<file path="src/rtl/mips_pkg.sv">
// Shared MIPS encodings: opcodes, funct codes, ALU operation codes and control FSM states.
// Imported by the control FSM, the funct decoder, the ALU and the datapath.
package mips_pkg;

  localparam logic [5:0] OP_RTYPE = 6'b000000;
  localparam logic [5:0] OP_J     = 6'b000010;
  localparam logic [5:0] OP_BEQ   = 6'b000100;
  localparam logic [5:0] OP_ADDI  = 6'b001000;
  localparam logic [5:0] OP_LW    = 6'b100011;
  localparam logic [5:0] OP_SW    = 6'b101011;

  localparam logic [5:0] FN_ADD = 6'b100000;
  localparam logic [5:0] FN_SUB = 6'b100010;
  localparam logic [5:0] FN_AND = 6'b100100;
  localparam logic [5:0] FN_OR  = 6'b100101;
  localparam logic [5:0] FN_SLT = 6'b101010;

  localparam logic [3:0] ALU_AND = 4'd0;
  localparam logic [3:0] ALU_OR  = 4'd1;
  localparam logic [3:0] ALU_ADD = 4'd2;
  localparam logic [3:0] ALU_SUB = 4'd6;
  localparam logic [3:0] ALU_SLT = 4'd7;

  localparam logic [1:0] SRCB_B      = 2'b00;
  localparam logic [1:0] SRCB_FOUR   = 2'b01;
  localparam logic [1:0] SRCB_IMM    = 2'b10;
  localparam logic [1:0] SRCB_IMM_SH = 2'b11;

  localparam logic [1:0] PCSRC_ALU    = 2'b00;
  localparam logic [1:0] PCSRC_ALUOUT = 2'b01;
  localparam logic [1:0] PCSRC_JUMP   = 2'b10;

  typedef enum logic [3:0] {
    S_FETCH   = 4'd0,
    S_DECODE  = 4'd1,
    S_MEMADR  = 4'd2,
    S_MEMRD   = 4'd3,
    S_MEMWB   = 4'd4,
    S_MEMWR   = 4'd5,
    S_RTYPEEX = 4'd6,
    S_RTYPEWB = 4'd7,
    S_BEQEX   = 4'd8,
    S_ADDIEX  = 4'd9,
    S_ADDIWB  = 4'd10,
    S_JEX     = 4'd11
  } state_t;

  // Moore control word decoded from the state register.
  typedef struct packed {
    logic [3:0] alu_ctrl;
    logic       src_a;
    logic [1:0] src_b;
    logic [1:0] pc_source;
    logic       pc_write;
    logic       branch;
    logic       iord;
    logic       mem_write;
    logic       ir_write;
    logic       reg_dst;
    logic       mem_to_reg;
    logic       reg_write;
  } ctrl_t;

  function automatic ctrl_t ctrl_idle();
    ctrl_t c;
    c          = '0;
    c.alu_ctrl = ALU_ADD;
    return c;
  endfunction

  function automatic logic op_supported(input logic [5:0] op);
    return op inside {OP_RTYPE, OP_J, OP_BEQ, OP_ADDI, OP_LW, OP_SW};
  endfunction

endpackage

</file>
<file path="src/rtl/mips_funct_decode.sv">
// Combinational R-type funct -> ALU operation map; flags functs the datapath cannot execute.
// Unsupported functs yield ALU_ADD so the ALU input stays benign.
module mips_funct_decode
  import mips_pkg::*;
(
  input  logic [5:0] funct_i,
  output logic [3:0] alu_ctrl_o,
  output logic       illegal_o
);

  always_comb begin
    alu_ctrl_o = ALU_ADD;
    illegal_o  = 1'b0;
    case (funct_i)
      FN_ADD:  alu_ctrl_o = ALU_ADD;
      FN_SUB:  alu_ctrl_o = ALU_SUB;
      FN_AND:  alu_ctrl_o = ALU_AND;
      FN_OR:   alu_ctrl_o = ALU_OR;
      FN_SLT:  alu_ctrl_o = ALU_SLT;
      default: illegal_o  = 1'b1;
    endcase
  end

endmodule

</file>
<file path="src/rtl/mips_multicycle_control.sv">
// Main control FSM of the multicycle MIPS datapath: Moore control word per state,
// except PC_en which also admits the branch-taken term from ALU_zero in BEQEX.
module mips_multicycle_control
  import mips_pkg::*;
#(
  parameter int ALU_CTRL_W = 4,
  parameter int STATE_W    = 4
) (
  input  logic                  clk,
  input  logic                  reset_n,
  input  logic [5:0]            opcode,
  input  logic [5:0]            funct,
  input  logic                  ALU_zero,
  output logic [ALU_CTRL_W-1:0] ALU_control,
  output logic                  ALU_src_A,
  output logic [1:0]            ALU_src_B,
  output logic [1:0]            PC_source,
  output logic                  PC_en,
  output logic                  IorD,
  output logic                  mem_write,
  output logic                  IR_write,
  output logic                  reg_dst,
  output logic                  mem_to_reg,
  output logic                  reg_write,
  output logic                  illegal_op,
  output logic [STATE_W-1:0]    state
);

  state_t     state_q;
  state_t     state_d;
  ctrl_t      ctrl;
  logic       illegal;
  logic [3:0] fn_alu;
  logic       fn_illegal;

  mips_funct_decode u_funct_decode (
    .funct_i    (funct),
    .alu_ctrl_o (fn_alu),
    .illegal_o  (fn_illegal)
  );

  always_ff @(posedge clk or negedge reset_n) begin
    if (!reset_n) begin
      state_q <= S_FETCH;
    end else begin
      state_q <= state_d;
    end
  end

  always_comb begin
    state_d = S_FETCH;
    case (state_q)
      S_FETCH:  state_d = S_DECODE;
      S_DECODE: begin
        case (opcode)
          OP_LW, OP_SW: state_d = S_MEMADR;
          OP_RTYPE:     state_d = S_RTYPEEX;
          OP_BEQ:       state_d = S_BEQEX;
          OP_ADDI:      state_d = S_ADDIEX;
          OP_J:         state_d = S_JEX;
          default:      state_d = S_FETCH;
        endcase
      end
      S_MEMADR:  state_d = (opcode == OP_LW) ? S_MEMRD : S_MEMWR;
      S_MEMRD:   state_d = S_MEMWB;
      S_RTYPEEX: state_d = fn_illegal ? S_FETCH : S_RTYPEWB;
      S_ADDIEX:  state_d = S_ADDIWB;
      default:   state_d = S_FETCH;
    endcase
  end

  always_comb begin
    ctrl    = ctrl_idle();
    illegal = 1'b0;
    case (state_q)
      S_FETCH: begin
        ctrl.ir_write = 1'b1;
        ctrl.src_b    = SRCB_FOUR;
        ctrl.pc_write = 1'b1;
      end
      S_DECODE: begin
        // Branch target is computed speculatively into ALUOut.
        ctrl.src_b = SRCB_IMM_SH;
        illegal    = !op_supported(opcode);
      end
      S_MEMADR: begin
        ctrl.src_a = 1'b1;
        ctrl.src_b = SRCB_IMM;
      end
      S_MEMRD:  ctrl.iord = 1'b1;
      S_MEMWB: begin
        ctrl.mem_to_reg = 1'b1;
        ctrl.reg_write  = 1'b1;
      end
      S_MEMWR: begin
        ctrl.iord      = 1'b1;
        ctrl.mem_write = 1'b1;
      end
      S_RTYPEEX: begin
        ctrl.src_a    = 1'b1;
        ctrl.src_b    = SRCB_B;
        ctrl.alu_ctrl = fn_alu;
        illegal       = fn_illegal;
      end
      S_RTYPEWB: begin
        ctrl.reg_dst   = 1'b1;
        ctrl.reg_write = 1'b1;
      end
      S_BEQEX: begin
        ctrl.src_a     = 1'b1;
        ctrl.src_b     = SRCB_B;
        ctrl.alu_ctrl  = ALU_SUB;
        ctrl.pc_source = PCSRC_ALUOUT;
        ctrl.branch    = 1'b1;
      end
      S_ADDIEX: begin
        ctrl.src_a = 1'b1;
        ctrl.src_b = SRCB_IMM;
      end
      S_ADDIWB: ctrl.reg_write = 1'b1;
      S_JEX: begin
        ctrl.pc_source = PCSRC_JUMP;
        ctrl.pc_write  = 1'b1;
      end
      default: ;
    endcase
  end

  // Enables are gated by reset_n so an async reset stops all writes immediately.
  assign PC_en       = reset_n & (ctrl.pc_write | (ctrl.branch & ALU_zero));
  assign IR_write    = reset_n & ctrl.ir_write;
  assign mem_write   = reset_n & ctrl.mem_write;
  assign reg_write   = reset_n & ctrl.reg_write;
  assign illegal_op  = reset_n & illegal;
  assign ALU_control = ctrl.alu_ctrl;
  assign ALU_src_A   = ctrl.src_a;
  assign ALU_src_B   = ctrl.src_b;
  assign PC_source   = ctrl.pc_source;
  assign IorD        = ctrl.iord;
  assign reg_dst     = ctrl.reg_dst;
  assign mem_to_reg  = ctrl.mem_to_reg;
  assign state       = state_q;

endmodule

</file>
<file path="config.mk">
export PLATFORM = sky130hd
export DESIGN_NAME = mips_multicycle_control
export DESIGN_NICKNAME = d
export VERILOG_FILES = /design/src/rtl/mips_pkg.sv /design/src/rtl/mips_funct_decode.sv /design/src/rtl/mips_multicycle_control.sv
export SDC_FILE = /design/constraint.sdc
export NUM_CORES = 1
export LEC_CHECK = 0
export CAP_MARGIN = 20
export CORE_MARGIN = 4
export CORE_UTILIZATION = 36
export CTS_CLUSTER_DIAMETER = 100
export DETAILED_ROUTE_END_ITERATION = 7
export PLACE_DENSITY = 0.79
export SLEW_MARGIN = 20
export SYNTH_ARGS = -nofsm -noshare
export SYNTH_HDL_FRONTEND = slang
export SYNTH_SLANG_ARGS = --single-unit
</file>
<file path="constraint.sdc">
create_clock -name clk -period 1.7 [get_ports clk]
set_clock_uncertainty 0.2 [all_clocks]
set_input_delay 0.255 -clock clk [delete_from_list [all_inputs] [get_ports clk]]
set_output_delay 0.255 -clock clk [all_outputs]
set_load 0.02 [all_outputs]
</file>
Word level (Yosys, flattened, before mapping)
Cells that the tools add are included.
{"block": "classes", "n_eq_ne": 21, "n_bitwise": 7, "muxes": 19, "reduce_logical": 11}
{"op": "6-bit equality test, second input constant", "count": 7}
{"op": "4-bit one-hot mux with 6 select lines", "count": 1}
{"op": "4-bit one-hot mux with 5 select lines", "count": 1}
{"op": "4-bit by 3-bit equality test with 1-bit output, second input constant", "count": 4}
{"op": "4-bit equality test, second input constant", "count": 4}
{"op": "3-bit one-hot mux with 4 select lines", "count": 1}
{"op": "1-bit two-way mux", "count": 10}
{"op": "4-bit by 2-bit equality test with 1-bit output, second input constant", "count": 2}
{"op": "4-bit one-hot mux with 2 select lines", "count": 1}
{"op": "2-bit OR reduction", "count": 4}
{"op": "1-bit bitwise AND", "count": 6}
{"op": "6-bit by 2-bit equality test with 1-bit output, second input constant", "count": 1}
{"op": "6-bit by 3-bit equality test with 1-bit output, second input constant", "count": 1}
{"op": "6-bit by 4-bit equality test with 1-bit output, second input constant", "count": 1}
{"op": "6-bit zero test", "count": 1}
{"op": "3-bit two-way mux", "count": 2}
{"op": "2-bit one-hot mux with 3 select lines", "count": 1}
{"op": "6-bit nonzero test", "count": 1}
{"op": "5-bit OR reduction", "count": 1}
{"op": "4-bit by 1-bit equality test with 1-bit output, second input constant", "count": 1}
{"op": "4-bit zero test", "count": 1}
{"op": "2-bit one-hot mux with 2 select lines", "count": 1}
{"op": "4-bit OR reduction", "count": 1}
{"op": "3-bit OR reduction", "count": 1}
{"op": "3 further kinds", "count": 3}
{"block": "word_totals", "input_bits": 15, "elab_cells": 59, "out_inout_bits": 21, "register_bits": 4}

Depth between registers and ports, before layout
{"block": "logic_depth", "depth_word": 5, "depth_mapped": 5, "ltp_nobuf": 4}

Hierarchy
From an unflattened synthesis, not the netlist that was laid out.
{"block": "unflattened", "hier_cells": 89, "hier_area_um2": 664.4}
{"mod": "mips_multicycle_control", "seq_area_each_um2": 100.1, "area_each_um2": 569.3, "cells_each": 77, "instances": 1}
{"mod": "mips_funct_decode", "seq_area_each_um2": 0.0, "area_each_um2": 95.1, "cells_each": 12, "instances": 1}

Worst setup path after synthesis
OpenSTA, ideal clock, no wires.
{"block": "synth_path", "path_kind": "reg2out", "startpoint": "register state_q[3] (netlist: state[3])", "endpoint": "output reg_write", "arrival_ns": 1.681, "stages_incl_launch_ff": 6, "path_buffers": 1, "path_slack_ns": -0.436, "required_time_ns": 1.245, "path_cell_list": "dfrtp_1 > buf_2 > nand2b_4 > nor3_1 > a21oi_1 > nor2_1"}
{"block": "synth_via", "elab_chain_cells": 4, "elab_cells_between_ends": 6, "cone_classes": "eq/ne (3); mux (1); bitwise (1); reduce/logical (1)"}
{"item": "start, declared", "line_no": "mips_multicycle_control.sv:29", "rtl": "state_t state_q;"}
{"item": "start signal, assigned", "line_no": "mips_multicycle_control.sv:46", "rtl": "state_q <= state_d;"}
{"item": "4-bit equality test or 4-bit by 3-bit equality test with 1-bit output (tied branches)", "line_no": "mips_multicycle_control.sv:75", "rtl": "case (state_q)"}
{"item": "3-bit OR reduction (no line) (*)"}
{"item": "1-bit two-way mux (*)", "line_no": "mips_multicycle_control.sv:75"}
{"item": "1-bit bitwise AND (*)", "line_no": "mips_multicycle_control.sv:133", "rtl": "assign reg_write = reset_n & ctrl.reg_write;"}
{"item": "end, declared", "line_no": "mips_multicycle_control.sv:24", "rtl": "output logic reg_write,"}
Every way passes the cells marked *; elsewhere a longest branch is shown, timed or not.

Worst setup path after layout
{"block": "layout_path", "startpoint": "register state_q[2] (netlist: state[2])", "endpoint": "output illegal_op"}
{"block": "layout_via", "elab_chain_cells": 3, "elab_cells_between_ends": 4, "cone_classes": "eq/ne (2); mux (1); bitwise (1)"}
{"item": "4-bit by 3-bit equality test with 1-bit output or 4-bit by 1-bit equality test with 1-bit output (tied branches)", "line_no": "mips_multicycle_control.sv:75"}
{"item": "1-bit one-hot mux with 2 select lines (*)", "line_no": "mips_multicycle_control.sv:75"}
{"item": "1-bit bitwise AND (*)", "line_no": "mips_multicycle_control.sv:134", "rtl": "assign illegal_op = reset_n & illegal;"}
{"item": "end, declared", "line_no": "mips_multicycle_control.sv:25", "rtl": "output logic illegal_op,"}
Marks and branches as above.

==> metrics.txt <==
worst min path class in -> reg; core area 1510 um2; final WL around 2900 um; area share of the largest cell type after synthesis between 10% and 20%; peak supply drop slightly below 0.6 mV; count leader, synth nor2_1; Synth Flop Type dfrtp_1; Syn Nets 94; placement row count 14; CTS tree built; setup ws final -0.223 ns; GPL Wtd Cong between 0.7 and 0.8; P_leak 0.602 nW; Worst R2R End state[1]; WP buf/inv 1; CTS Buf Count 3; Root Buffer clkbuf_4; crit-path max FO 6; RSZ-0062 raised after global routing true; area post-placement between 1000 and 1500 um2; Starting Density between 30 and 40%; FF+latch count, synth 4; area grow syn2layout 138%; max-slew violations 0; r2r startpoint state[1]; first-pass GRT wire length a little under 4000 um; YS warnings 0; Final Total Pwr roughly 1.2 mW; reg2reg setup slack between 0.1 and 0.15 ns; # IOs 36; startpoint types flip-flop; multi-input logic area 608 um2; Clk network pwr share ~10%; Slowest-stage cell, CP dfrtp_2; Reg power frac about an eighth; outcome complete, but fails checks; chip height roughly 48 um; Finished Cell Area roughly 1400 um2; die area about 2300 um2; Final Hold Viols 0; vias per cell 5.62; max-cap violations 0; synthesized area per cell 7.22 um2; failing checks setup timing; largest net degree at the start of global routing 9; final period utilization 113%; r2r worst-path depth 5; endpoints failing setup 16; CTS Sinks 4; Port Buffers 34; total number of vias approximately 900; cell area power density just over 900 nW/um2; clock buffer depth 2; area leader, netlist dfrtp_1; WS Path Type reg -> out; ant diodes 0; Synth Cell Area about 570 um2; Synth area leaders dfrtp_1 18%, nor2_1 7.9%, nor3_1 7.0%; FF+latch area 105 um2; synthesized instance count between 70 and 80; wire length per cell roughly 18 um; critical path arrival between 1 and 1.5 ns; CP endpoint kind output port; Max Freq between 0.5 and 0.6 GHz; vias in the first global route slightly below 900; die width ~48 um; initial antenna violation count 0; min cycle time layout a little under 2 ns; TritonRoute pass-1 iters 4; combinational power share 76.6%; Global Route Usage Sum about a quarter; ys async rst share between 90% and 100%; Setup crit start state[2]; number of cells on the critical path 4; slowest stage delay, CP 0.46 ns; clk_lat worst skew about 0.25 ns; synth cell count leaders 12 x nor2_1, 8 x nor3_1, 5 x nand2_1, 5 x o21ai_0; library cells used by synthesis 35; CTS clk-pin slew, worst paths about 0.030 ns; Int Pwr between 0.6 and 0.7 mW; Seq/Total Area, Yosys between 10% and 20%; Final #Nets 160; share of cells above drive strength 1 about three fifths; CP cell instances nor2_4 -> nand2_4 -> o41ai_4 -> buf_4; post-layout util roughly nine tenths; Routed Antenna Nets 0; Net Sw Power about 0.56 mW; Starting DRT DRC Count 10; fillcell total between 50 and 60; max FFs per register 4; switching share of power 45.2%; Post-DP HPWL between 1500 and 2000 um; Critical Path RT around 1.2 ns; Critical Path Sink illegal_op; Congestion Overflow GR 0; Remaining DRCs 0; htree depth 1; cell family with most CP delay flip-flops; Post-synth EDFFs 0
==> metal layers <==
layer / track usage, % / vias up / share of wire [%] / routed length [um]
met2: 51.2 / 58 / 55 / 1580
met1: 22.7 / 407 / 32 / 902
li1: - / 409 / - / -
met5: 0 / - / 0 / 0
met4: 14.0 / 0 / 5.7 / 163
met3: 3.76 / 19 / 7.2 / 205
==> power groups by stage <==
stage          Combinational [mW]  Clock [mW]  Sequential [mW]
2_1_floorplan               0.404           0            0.173
3_3_place_gp                0.782           0            0.147
6_report                    0.954       0.129            0.162
5_1_grt                     0.994       0.135            0.165
4_1_cts                     0.848       0.116            0.158
3_5_place_dp                0.800           0            0.149
==> worst min path at each step <==
stage / start / end / cells past startpoint / slack [ns]
floorplan: reset_n / state[0] / 0 / -0.24
global placement: state[2] / state[3] / 2 / 0.44
detailed placement: state[2] / state[3] / 2 / 0.45
CTS: opcode[0] / state[2] / 5 / 0.42
global route: opcode[0] / state[2] / 5 / 0.47
finish: opcode[0] / state[2] / 5 / 0.43
==> layout make-up <==
cell class	instances	share of cell area [%]
clock buffer	3	1.66
timing repair buffer	66	44.1
multi-input combinational	69	44.8
inverter	1	0.276
sequential	4	7.73
tap	16	1.47
==> cell usage in the layout (no fill, tap or decap), types with 2 or more instances in the layout <==
cell             synthesis  final
mux2i_1                  2      2
nor3_2                   0      2
nor2_4                   0      3
nor3_4                   0      4
a21oi_1                  3      2
xnor2_1                  2      2
dlygate4sd2_1            0     12
clkdlybuf4s50_1          0      4
clkdlybuf4s15_1          0      2
or2_4                    1      2
dfrtp_2                  0      4
nor2_2                   0      2
nand2_1                  5      3
buf_4                    1     28
nand3_1                  3      2
nor3_1                   8      2
clkbuf_4                 0      3
or3_1                    2      2
nand2b_4                 1      4
buf_6                    0     19
o21ai_0                  5      4
nor2_1                  12      7
==> worst register-to-register path: stages (launching register included) <==
cell and delay (ns):
dfrtp_2 0.46, nand2b_4 0.19, buf_6 0.13, nor2_1 0.19, o21ai_0 0.18, o311ai_2 0.12
==> timing repair <==
| action | in CTS | in global routing |
|---|---|---|
| hold buffers | 1 | 0 |
| endpoints found under the hold margin | 4 | 0 |
| gates resized for setup | 126 | 12 |
| setup endpoints to repair | 23 | 17 |
| gates cloned | 0 | 0 |
| buffers inserted | 3 | 2 |
| pin swaps | 5 | 3 |
==> stage by stage <==
stage,setup slack (ns),hold slack (ns),cells,setup TNS [ns]
after floorplan,-0.0305,-0.241,79,-0.0513
after global placement,-0.856,0.442,150,-7.44
after detailed placement,-0.904,0.446,150,-8.06
after CTS,-0.210,0.416,157,-1.40
after global routing,-0.289,0.468,159,-2.57
final,-0.223,0.433,159,-1.86
==> logic make-up after synthesis <==
group / share of synthesized area (%)
compound gates: 22.4
xor+xnor: 4.61
buf+inv: 5.26
flops: 17.5
mux: 3.51
other cells: 0.657
simple gates: 46.1
(Power assumes the default switching activity.)
